$ cat src/rtl/mux_pkg.sv
// Shared constants and helpers for the scanning channel multiplexer.
// Mode encodings and width arithmetic used across the mux slice.
package mux_pkg;

  localparam logic MODE_MANUAL = 1'b0;
  localparam logic MODE_AUTO   = 1'b1;

  function automatic int clog2(input int v);
    int r;
    r = 0;
    while ((1 << r) < v) r++;
    return r;
  endfunction

  function automatic int max1(input int v);
    return (v > 1) ? v : 1;
  endfunction

endpackage

$ cat src/rtl/mux_nw.sv
// Combinational CHANNELS:1 selector of WIDTH-bit words.
// Out-of-range selects produce zero; callers gate them via legality.
module mux_nw
  import mux_pkg::*;
#(
  parameter int WIDTH    = 10,
  parameter int CHANNELS = 4,
  parameter int SELW     = max1(clog2(CHANNELS))
) (
  output logic [WIDTH-1:0]          y,
  input  logic [SELW-1:0]           s,
  input  logic [CHANNELS*WIDTH-1:0] i
);

  always_comb begin
    y = '0;
    for (int k = 0; k < CHANNELS; k++) begin
      if (s == SELW'(k)) y = i[k*WIDTH +: WIDTH];
    end
  end

endmodule

$ cat src/rtl/mux_scan.sv
// Registered N-channel mux with manual select and auto-scan modes.
// Auto mode holds each channel for DWELL enabled cycles, then advances.
module mux_scan
  import mux_pkg::*;
#(
  parameter int  WIDTH    = 10,
  parameter int  CHANNELS = 4,
  parameter int  DWELL    = 1000,
  localparam int SELW     = max1(clog2(CHANNELS))
) (
  input  logic                      clk,
  input  logic                      rst,
  input  logic                      en,
  input  logic                      mode,
  input  logic [SELW-1:0]           s,
  input  logic [CHANNELS*WIDTH-1:0] i,
  output logic [WIDTH-1:0]          y,
  output logic [SELW-1:0]           ch,
  output logic                      valid
);

  localparam int CNTW = max1(clog2(DWELL));
  localparam logic [CNTW-1:0] CNT_LAST = CNTW'(DWELL - 1);
  localparam logic [SELW-1:0] IDX_LAST = SELW'(CHANNELS - 1);

  logic [WIDTH-1:0] r_y;
  logic [SELW-1:0]  r_ch;
  logic             r_valid;
  logic [SELW-1:0]  r_idx;
  logic [CNTW-1:0]  r_cnt;

  logic [WIDTH-1:0] w_y_nxt;
  logic [SELW-1:0]  w_ch_nxt;
  logic             w_valid_nxt;
  logic [SELW-1:0]  w_idx_nxt;
  logic [CNTW-1:0]  w_cnt_nxt;

  logic             w_auto;
  logic             w_s_ok;
  logic [SELW-1:0]  w_sel;
  logic [WIDTH-1:0] w_data;
  logic [SELW-1:0]  w_idx_inc;

  assign w_auto = (mode == MODE_AUTO);
  assign w_s_ok = (32'(s) < 32'(CHANNELS));
  assign w_sel  = w_auto ? r_idx : s;

  // Explicit wrap so non-power-of-two channel counts never overflow.
  assign w_idx_inc = (r_idx == IDX_LAST) ? '0 : r_idx + SELW'(1);

  mux_nw #(
    .WIDTH    (WIDTH),
    .CHANNELS (CHANNELS),
    .SELW     (SELW)
  ) u_sel (
    .y (w_data),
    .s (w_sel),
    .i (i)
  );

  always_comb begin
    w_y_nxt     = r_y;
    w_ch_nxt    = r_ch;
    w_valid_nxt = r_valid;
    w_idx_nxt   = r_idx;
    w_cnt_nxt   = r_cnt;
    if (en) begin
      if (w_auto) begin
        w_y_nxt     = w_data;
        w_ch_nxt    = r_idx;
        w_valid_nxt = 1'b1;
        if (r_cnt == CNT_LAST) begin
          w_cnt_nxt = '0;
          w_idx_nxt = w_idx_inc;
        end else begin
          w_cnt_nxt = r_cnt + CNTW'(1);
        end
      end else if (w_s_ok) begin
        w_y_nxt     = w_data;
        w_ch_nxt    = s;
        w_valid_nxt = 1'b1;
        w_idx_nxt   = s;
        w_cnt_nxt   = '0;
      end else begin
        w_valid_nxt = 1'b0;
      end
    end
  end

  always_ff @(posedge clk) begin
    if (rst) begin
      r_y     <= '0;
      r_ch    <= '0;
      r_valid <= 1'b0;
      r_idx   <= '0;
      r_cnt   <= '0;
    end else begin
      r_y     <= w_y_nxt;
      r_ch    <= w_ch_nxt;
      r_valid <= w_valid_nxt;
      r_idx   <= w_idx_nxt;
      r_cnt   <= w_cnt_nxt;
    end
  end

  assign y     = r_y;
  assign ch    = r_ch;
  assign valid = r_valid;

endmodule
$ cat config.mk
export PLATFORM = sky130hd
export DESIGN_NAME = mux_scan
export DESIGN_NICKNAME = d
export VERILOG_FILES = /design/src/rtl/mux_pkg.sv /design/src/rtl/mux_nw.sv /design/src/rtl/mux_scan.sv
export SDC_FILE = /design/constraint.sdc
export NUM_CORES = 1
export LEC_CHECK = 0
export ABC_CLOCK_PERIOD_IN_PS = 2900
export BUFFER_PORTS_ARGS = -buffer_cell sky130_fd_sc_hd__buf_2
export CAP_MARGIN = 15
export CORE_UTILIZATION = 40
export DETAILED_ROUTE_END_ITERATION = 8
export MAX_ROUTING_LAYER = met4
export PLACE_DENSITY = 0.74
export SLEW_MARGIN = 25
export SYNTH_ARGS = -nofsm -noshare
export SYNTH_HDL_FRONTEND = slang
export SYNTH_SLANG_ARGS = --single-unit
$ cat constraint.sdc
create_clock -name clk -period 2.9 [get_ports clk]
set_input_delay 0.725 -clock clk [delete_from_list [all_inputs] [get_ports clk]]
set_output_delay 0.725 -clock clk [all_outputs]
set_load 0.1 [all_outputs]
==> results.md, run 1 <==
- Status: complete, no violations
- Vias in the first global route: approximately 1100
- Crit start category: flop
- Max FO, Critical Path: 2
- Top cell type's share of synthesized area: 35.65%
- List of most frequent post-synthesis cells: 35 x nand2_1, 25 x dfxtp_1, 17 x nor2_1, 10 x and3_1
- Via count: between 1000 and 1500
- CP max stage delay: 430 ps
- Critical path's slowest cell: buf_2
- Synth Area in Compound Gates: 21.21%
- First-pass GRT wire length: 4788 µm
- Worst VDD drop: 0.1501 mV
- Cell area after layout: 0.001728 mm²
- Total Power: 799.8 µW
- Crit Path Class: reg2out
- Layout cells sized above 1: between 30% and 40%
- H-Tree Depth: 1
- Multiplexer share of the synthesized area: about 4.2%
- Placed cell area: 0.001700 mm²
- Chip height: 61.24 µm
- Final #Nets: 262
- Chip width: 61.24 µm
- Sink Count: 25
- Area of the multi-input gates: 833.3 µm²
- Die area: about 0.0038 mm²
- Setup Viol. Count Final: 0
- Core area: ~0.0033 mm²
- # Max-Cap Violations: 0
- Via density: roughly 5
- R2r setup slk: ~1200 ps
- Gpl congestion: slightly below 0.8
- RSZ-0062 raised after global routing: false
- Xor-xnor portion of the synthesized cell area: 5.615%
- Post-CTS Setup Bufs: 0
- Post-Synth Simple-Gate Area: 26.56%
- CTS tree: built
- Post-synthesis sequential area ratio: 35.65%
- Starting Density: a little over two fifths
- P_leak: 0.0007774 µW
- Layout Cells excl Fill: 259
- Syn_nets: 206
- Fillers: 332
- Most frequent cell after synthesis: nand2_1
- Ant diodes: 0
- Top cell type by total area after synthesis: dfxtp_1
- Total track usage: ~18%
- CP cell instances: buf_2
- Clock Path Buffers: 2
- Comb power frac: between 30 and 40%
- Rows: 21
- CTS Buf Count: 3
- Slew Limit Headroom: between 50% and 60%
- Setup TNS: 0 ps
- Clock latency on the worst-skew pair: 320 ps
- CP Data Required Time: 2170 ps
- Post-route ant nets: 0
- Synth area leaders: dfxtp_1 36%, nand2_1 9.4%, o31ai_2 8.0%
- Final clock period utilization by the worst path: a little under two thirds
- Fmax: 0.5409 GHz
- CP endpoint kind: output pin
- Max Slew Vio Count: 0
- FF/Latch Area: approximately 500 µm²
- Clock slew at reported path FFs: roughly 130 ps
- Placed cell count: ~260
- Starting DRT DRC Count: 49
- Fin crit period: 1849 ps
- Clock skew: 3.692 ps
- Clock power share: between 15 and 20%
- Reg power frac: 47.2%
- Synth Area in Adders: around 1.8%
- Pwr dens: 462.9 mW/mm²
- P_int: just under 500 µW
- # port buffers: 58
- Hold Crit Class: reg2reg
- CP arrival: 1120 ps
- Synthesis warning total: 0
- Sw frac: 38.67%
- Mean Syn Cell Area: 8.885 µm²
- Net Switching: about 310 µW
- Primary FF master, synth: dfxtp_1
- Antenna violations before repair: 0
- Global route total overflow: 0
- Ys async rst share: 0%
- Layout area overhead: 23.08%
- Worst path top cell family by delay: buffers and inverters
- DRT Pass-1 Iters: 4
- Hpwl dp: 2339 µm
- Final WL: 3167 µm
- Drt wl/cell: roughly 12 µm
- Clock tree root buffer cell: clkbuf_4
- Synthesized flop and latch total: 25
- WP buf/inv: 1
- Fin. Hold Viols: 0
- Largest net degree at the start of global routing: 15
- WHS: 472.8 ps
- Largest family of logic cells by synthesized area: simple AND/OR/NAND/NOR gates
- Synth cell types: 32
- Cts hold-fix bufs: 0
- I/O pin count: just under 60
- Worst-Margin Slew: 694.3 ps
- CTS resizes: 0
- Cells after Synth: 158
- DRC Markers: 0
- Number of synthesized flops with an enable pin: 0
- Post-Syn Area: 0.001404 mm²
==> registers in the layout, indices dropped and copies added (netlist names) <==
signal	flops
ch	2
y	10
valid	1
r_idx	2
r_cnt	10
==> kinds of logic (layout without fill, tap and decap cells) <==
logic type	count (synthesis)	in the layout
AOI/OAI and AO/OA	29	29
xor gates and xnor gates	9	9
adders and majority gates	2	2
buffers and inverters	11	66
DFF	25	25
muxes	5	5
and+or+nand+nor	77	77
==> layout by cell type, fill, tap and decap left out, drive strengths merged <==
master   n
nand2   35
nor4     1
and3    11
and2b    1
mux2     1
nor2b    1
a21oi    2
a32o     1
nor2    17
buf     59
o31ai    9
nand4    2
clkinv   1
nand3    2
xnor2    4
o22ai    9
a32oi    3
nor3     3
inv      3
xor2     5
clkbuf   3
and4     1
nand2b   2
ha       2
mux2i    4
a211oi   5
dfxtp   25
nor3b    1
==> power by group through the flow <==
stage,clock (µW),combinational [µW],sequential [µW]
after global placement,0,261,384
after detailed placement,0,263,385
final,159,263,377
after floorplan,0,97.0,493
after CTS,162,264,378
after global routing,180,282,381
==> worst paths after layout <==
kind / endpoint / startpoint / cells after the start
worst max-delay path: y[7] / y[7]$_SDFFE_PP0P_ / 1
worst min-delay path: y[5]$_SDFFE_PP0P_ / y[5]$_SDFFE_PP0P_ / 2
worst max register to register: r_cnt[5]$_SDFFE_PP0P_ / r_cnt[0]$_SDFFE_PP0P_ / 5
worst min register to register: y[5]$_SDFFE_PP0P_ / y[5]$_SDFFE_PP0P_ / 2
==> metrics by stage <==
step                util, %  worst slack [ps]
finish                51.78              1051
global route          51.78             999.9
CTS                   51.78              1052
detailed placement    50.96             785.5
global placement      50.96             830.0
floorplan                 -              1198
==> area by class of cell <==
| class | instances | share of cell area (%) |
|---|---|---|
| multi-input combinational | 122 | 48.23 |
| sequential | 25 | 28.96 |
| timing repair buffer | 59 | 17.23 |
| tap | 46 | 3.331 |
| clock buffer | 3 | 1.303 |
| inverter | 3 | 0.6517 |
| clock inverter | 1 | 0.2896 |
==> tightest hold or removal path, stage by stage, from the launching register on <==
cell and delay [ps]:
dfxtp_1 330, nand2_1 60, o31ai_2 50
==> layer usage <==
metal / part of all wire [%] / up-vias / global-route usage [%]
met5: 0 / - / -
met4: 1.6 / 0 / 7.468
met3: 3.4 / 5 / 2.731
met2: 47 / 31 / 28.26
met1: 48 / 593 / 22.46
li1: - / 673 / -
Power figures use the tool's default switching activity.
==> run 2, diff against run 1 <==
Settings changed: ABC_CLOCK_PERIOD_IN_PS 2900 to 1700, PLACE_DENSITY 0.74 to 0.76.
Clock period 2.9 ns to 1.7 ns, I/O delays scaled along.
==> results.md, run 2 (synthesized netlist as in run 1, its figures left out) <==
- Setup TNS: 0 ps (unchanged)
- Max FO, Critical Path: 6 (+4)
- Final worst slack: 148.7 ps (-902.7 ps)
- Chip width: 61.24 µm (unchanged)
- RSZ-0062 raised after global routing: false
- CP arrival: 1820 ps (+700 ps)
- Total track usage: 17.48% (-0.33 points)
- Worst VDD drop: 0.2499 mV (+67%)
- Reg power frac: 46.8% (-0.4 points)
- Sw frac: 38.03% (-0.64 points)
- Drt wl/cell: 11.73 µm (-4.0%)
- Starting DRT DRC Count: 47 (-4.1%)
- Layout Cells excl Fill: 266 (+2.7%)
- P_int: 852.9 µW (+74%)
- Fmax: 0.6446 GHz
- Gpl congestion: 0.8204 (+5.1%)
- First-pass GRT wire length: 4705 µm (-1.7%)
- CTS resizes: 0 (unchanged)
- Worst-Margin Slew: 672.6 ps (-21.72 ps)
- Clock slew at reported path FFs: 130 ps (about the same)
- Rows: 21 (unchanged)
- Pwr dens: 773.5 mW/mm² (+67%)
- Via density: 5.008 (-0.39%)
- # port buffers: 58 (unchanged)
- Die area: 0.003750 mm² (unchanged)
- Via count: 1332 (+2.3%)
- Fin. Hold Viols: 0 (unchanged)
- Clock latency on the worst-skew pair: 320 ps (about the same)
- CP cell instances: ha_1 -> and3_4 -> a32oi_2 -> nand2b_1 -> buf_4 -> nor2_1
- Net Switching: 523.4 µW (+69%)
- R2r setup slk: 150 ps (-1080 ps)
- Post-route ant nets: 0 (unchanged)
- Cts hold-fix bufs: 0 (unchanged)
- CTS tree: built
- Fillers: 317 (-4.5%)
- Commonest non-fill, non-tap cell in the layout: buf_2
- Core area: 0.003337 mm² (unchanged)
- Critical path's slowest cell: dfxtp_1
- Clock power share: 19.4% (-0.5 points)
- P_leak: 0.0008075 µW (+3.9%)
- Crit Path Class: reg2reg
- Placed cell count: 262 (+2.7%)
- Total Power: 1376 µW (+72%)
- Area of the multi-input gates: 833.3 µm² (unchanged)
- CP endpoint kind: flop
- Post-CTS Setup Bufs: 0 (unchanged)
- H-Tree Depth: 1 (unchanged)
- Clock Path Buffers: 2 (unchanged)
- Pre-CTS setup slack: 57.84 ps (-727.7 ps)
- Vias in the first global route: 1074 (+0.66%)
- FF/Latch Area: 500.5 µm² (unchanged)
- Clock tree root buffer cell: clkbuf_4
- Final clock period utilization by the worst path: 91.26%
- Fin crit period: 1551 ps
- Setup Viol. Count Final: 0 (unchanged)
- Slew Limit Headroom: 54.99% (+1.5 points)
- CP max stage delay: 380 ps (-50 ps)
- Ant diodes: 0 (unchanged)
- I/O pin count: 59 (unchanged)
- Clock skew: 6.067 ps (+2.376 ps)
- DRT Pass-1 Iters: 4 (unchanged)
- Layout cells sized above 1: 39.09% (+1.5 points)
- CP Data Required Time: 1970 ps (-200 ps)
- Largest net degree at the start of global routing: 14 (-1)
- Comb power frac: 33.8% (+0.9 points)
- Most frequent cells in the layout: 58 x buf_2, 35 x nand2_1, 25 x dfxtp_1
- Status: complete, no violations
- # Max-Cap Violations: 0 (unchanged)
- Final WL: 3121 µm (-1.5%)
- Sink Count: 25 (unchanged)
- Starting Density: 42.07% (unchanged)
- CTS Buf Count: 3 (unchanged)
- Crit start category: flop
- Antenna violations before repair: 0 (unchanged)
- Global route total overflow: 0 (unchanged)
- Max Slew Vio Count: 0 (unchanged)
- Hold Crit Class: in2reg
- DRC Markers: 0 (unchanged)
- Final #Nets: 269 (+2.7%)
- Layout area overhead: 26.74%
- Chip height: 61.24 µm (unchanged)
- Hpwl dp: 2399 µm (+2.5%)
run 2: cell types whose count changed in the layout (fill, tap and decap cells not counted), sizes merged:
cell and change:
buf +7, clkbuf +1, clkinv -1
run 2: final timing paths:
check / start / endpoint / cells after the start
max: r_cnt[0]$_SDFFE_PP0P_ / r_cnt[7]$_SDFFE_PP0P_ / 6
min: rst / ch[1]$_SDFFE_PP0P_ / 2
max reg2reg: r_cnt[0]$_SDFFE_PP0P_ / r_cnt[7]$_SDFFE_PP0P_ / 6
min reg2reg: y[3]$_SDFFE_PP0P_ / y[3]$_SDFFE_PP0P_ / 2
run 2: power by group through the flow:
| stage | clock (µW) | sequential, µW | combinational [µW] |
|---|---|---|---|
| global placement | 0 | 656 | 462 |
| finish | 268 | 644 | 465 |
| detailed placement | 0 | 658 | 465 |
| floorplan | 0 | 841 | 165 |
| global route | 309 | 649 | 494 |
| CTS | 278 | 644 | 466 |
run 2: layout make-up:
type                       instances  area share [%]
sequential                        25           28.13
timing repair buffer              66           19.69
multi-input combinational        122           46.84
tap                               46           3.235
inverter                           3          0.6329
clock buffer                       4           1.477
run 2: metrics by stage:
| stage | area [µm²] | hold WS [ps] | utilization [%] |
|---|---|---|---|
| after floorplan | 1404 | 476.6 | - |
| after global routing | 1779 | 334.4 | 53.32 |
| after global placement | 1753 | 437.8 | 52.53 |
| after CTS | 1779 | 337.9 | 53.32 |
| after detailed placement | 1753 | 441.7 | 52.53 |
| final | 1779 | 346.1 | 53.32 |
run 2: worst max-delay path: cells and delay by family (launching register included):
family                   cells  cell delay, ps
AND/OR/NAND/NOR              3             420
flip-flops                   1             380
AO/OA/AOI/OAI                1             290
adder cells (fa/ha/maj)      1             230
buffers and inverters        1             170
run 2: layer usage:
layer	GRT usage [%]	share of wire [%]
met1	23.87	48
met2	25.31	46
met3	2.101	4.0
met4	8.766	1.9
met5	-	0
==> run 3, diff against run 2 <==
Settings changed: ABC_AREA from default to 1.
==> results.md, run 3 <==
- Status: complete, no violations
- Global route total overflow: 0 (unchanged)
- Clock Path Buffers: 2 (unchanged)
- Setup Viol. Count Final: 0 (unchanged)
- CP max stage delay: 440 ps (+60 ps)
- # Max-Cap Violations: 0 (unchanged)
- Via count: 1516 (+14%)
- CTS Buf Count: 3 (unchanged)
- R2r startpoint: r_cnt[0]$_SDFFE_PP0P_
- Post-route ant nets: 0 (unchanged)
- Top cell type by total area after synthesis: dfxtp_1
- Cts hold-fix bufs: 0 (unchanged)
- Gpl congestion: 0.8214 (+0.12%)
- Primary FF master, synth: dfxtp_1
- Synthesized flop and latch total: 25 (unchanged)
- Core area: 0.003416 mm² (+2.4%)
- CP cell instances: buf_2
- Total track usage: 18.19% (+0.71 points)
- Clock slew at reported path FFs: 160 ps (+30 ps)
- Worst VDD drop: 0.6215 mV (+150%)
- H-Tree Depth: 1 (unchanged)
- Pwr dens: 766.2 mW/mm² (-0.95%)
- Chip height: 62.47 µm (+2.0%)
- Fillers: 352 (+11%)
- R2r setup slk: 200 ps (+50 ps)
- Clock skew: 22.11 ps (+16.04 ps)
- Post-synthesis sequential area ratio: 34.22% (-1.4 points)
- Max Slew Vio Count: 0 (unchanged)
- Worst-Margin Slew: 504.5 ps (-168.2 ps)
- Ys async rst share: 0% (unchanged)
- Worst path top cell family by delay: buffers and inverters
- Layout cells sized above 1: 29.04% (-10 points)
- Critical path's slowest cell: buf_2
- Synthesis warning total: 0 (unchanged)
- WP buf/inv: 1 (unchanged)
- Area of the multi-input gates: 834.6 µm² (+0.15%)
- CP Data Required Time: 1270 ps (-700 ps)
- Critical R2R Capture: r_cnt[6]$_SDFFE_PP0P_
- Top cell type's share of synthesized area: 34.22% (-1.4 points)
- Drt wl/cell: 10.36 µm (-12%)
- I/O pin count: 59 (unchanged)
- Clock tree root buffer cell: clkbuf_4
- Final #Nets: 321 (+19%)
- Rows: 21 (unchanged)
- RSZ-0062 raised after global routing: false
- Synth area leaders: dfxtp_1 34%, nand2_1 16%, nor2_1 9.5%
- Fin. Hold Viols: 0 (unchanged)
- Most frequent cells in the layout: 61 x nand2_1, 58 x buf_2, 37 x nor2_1
- Layout Cells excl Fill: 318 (+20%)
- Final WL: 3295 µm (+5.6%)
- Ant diodes: 0 (unchanged)
- CTS tree: built
- Vias in the first global route: 1359 (+27%)
- Final clock period utilization by the worst path: 93.19% (+1.9 points)
- Mean Syn Cell Area: 6.740 µm² (-24%)
- Most frequent cell after synthesis: nand2_1
- WHS: 248.5 ps (-97.61 ps)
- Fmax: 0.6312 GHz (-2.1%)
- Number of synthesized flops with an enable pin: 0 (unchanged)
- Post-Syn Area: 0.001463 mm² (+4.2%)
- CP endpoint kind: output pin
- List of most frequent post-synthesis cells: 61 x nand2_1, 37 x nor2_1, 26 x nand3_1, 25 x dfxtp_1, 15 x inv_1
- DRC Markers: 0 (unchanged)
- Placed cell count: 314 (+20%)
- Fin crit period: 1584 ps (+32.83 ps)
- Crit start category: flop
- Hold EP: y[5]$_SDFFE_PP0P_
- Max FO, Critical Path: 2 (-4)
- Commonest non-fill, non-tap cell in the layout: nand2_1
- Chip width: 62.47 µm (+2.0%)
- Largest net degree at the start of global routing: 31 (+17)
- Synth cell types: 32 (unchanged)
- Antenna violations before repair: 0 (unchanged)
- Hold Crit Class: in2reg
- Starting Density: 42.82% (+0.75 points)
- FF/Latch Area: 500.5 µm² (unchanged)
- Setup TNS: 0 ps (unchanged)
- DRT Pass-1 Iters: 4 (unchanged)
- Worst hold stages: 2 (unchanged)
- Syn_nets: 265 (+29%)
- P_leak: 0.0008850 µW (+9.6%)
- Hold Path Origin: rst
- Via density: 4.767 (-4.8%)
- Clock latency on the worst-skew pair: 330 ps (about the same)
- # port buffers: 58 (unchanged)
- CP arrival: 1160 ps (-660 ps)
- Layout area overhead: 22.16%
- First-pass GRT wire length: 5658 µm (+20%)
- Die area: 0.003903 mm² (+4.1%)
- Sink Count: 25 (unchanged)
- Post-CTS Setup Bufs: 0 (unchanged)
- Starting DRT DRC Count: 72 (+53%)
- Worst reg-to-reg path cell count: 8 (+2)
- Hpwl dp: 2562 µm (+6.8%)
- CTS resizes: 0 (unchanged)
- Crit Path Class: reg2out
- Slew Limit Headroom: 66.37% (+11 points)
- Cells after Synth: 217 (+37%)
==> run 3: cell types whose count changed in the layout (fill, tap and decap cells not counted), sizes merged, moves of 11 or more <==
cell | before | now
nor2 | 17 | 40
nand3 | 2 | 27
inv | 3 | 17
and3 | 11 | 0
o21ai | 0 | 11
nand2 | 35 | 68
==> run 3: kinds of logic after synthesis <==
family	Yosys count	synth area share (%)
AO/OA/AOI/OAI	18	7.100
XOR/XNOR	4	2.396
adder cells (fa/ha/maj)	2	1.711
buffers and inverters	25	8.725
flip-flops	25	34.22
multiplexers	1	0.6844
AND/OR/NAND/NOR	142	45.17
==> run 3: worst max-delay path by stage <==
stage                                startpoint                     to  slack [ps]  cells after the start
after global routing      r_cnt[0]$_SDFFE_PP0P_  r_cnt[0]$_SDFFE_PP0P_          50                      8
after CTS                     y[4]$_SDFFE_PP0P_                   y[4]         110                      1
after global placement                     mode      y[7]$_SDFFE_PP0P_         110                      7
after detailed placement                   mode      y[7]$_SDFFE_PP0P_          70                      7
after floorplan              valid$_SDFFE_PP0P_                  valid         350                      0
final                         y[4]$_SDFFE_PP0P_                   y[4]         120                      1
==> run 3: layout make-up <==
class | count | area share, %
inverter | 17 | 3.711
timing repair buffer | 59 | 16.67
multi-input combinational | 167 | 46.71
sequential | 25 | 28.01
clock buffer | 3 | 1.261
clock inverter | 1 | 0.4202
tap | 46 | 3.221
==> run 3: power by group <==
| group | switching [µW] | leakage [µW] | internal [µW] |
|---|---|---|---|
| logic | 333 | 0.000666 | 120 |
| clock network | 188 | 0.0000139 | 90.0 |
| registers | 20.5 | 0.000205 | 617 |
| total | 541 | 0.000885 | 828 |
==> run 3: per-stage QoR <==
stage	power, µW	cell area (µm²)	setup slack [ps]	utilization [%]
finish	1369	1787	115.8	52.31
global route	1441	1787	46.74	52.31
CTS	1382	1787	112.4	52.31
detailed placement	1103	1757	69.88	51.43
global placement	1101	1757	114.6	51.43
floorplan	1005	1463	349.9	-
==> run 3: worst register-to-register path, stage by stage, from the launching register on <==
cell	delay (ps)
dfxtp_1	390
ha_1	180
nand2_1	70
nor2_1	130
nand4_1	130
nand2_1	140
nand2_1	90
nand2_2	200
nor2_1	60
==> run 3: routing by layer <==
metal,GRT usage [%],wire (µm)
met1,21.65,1595
met2,30.71,1532
met3,3.832,142
met4,5.233,24
met5,-,0
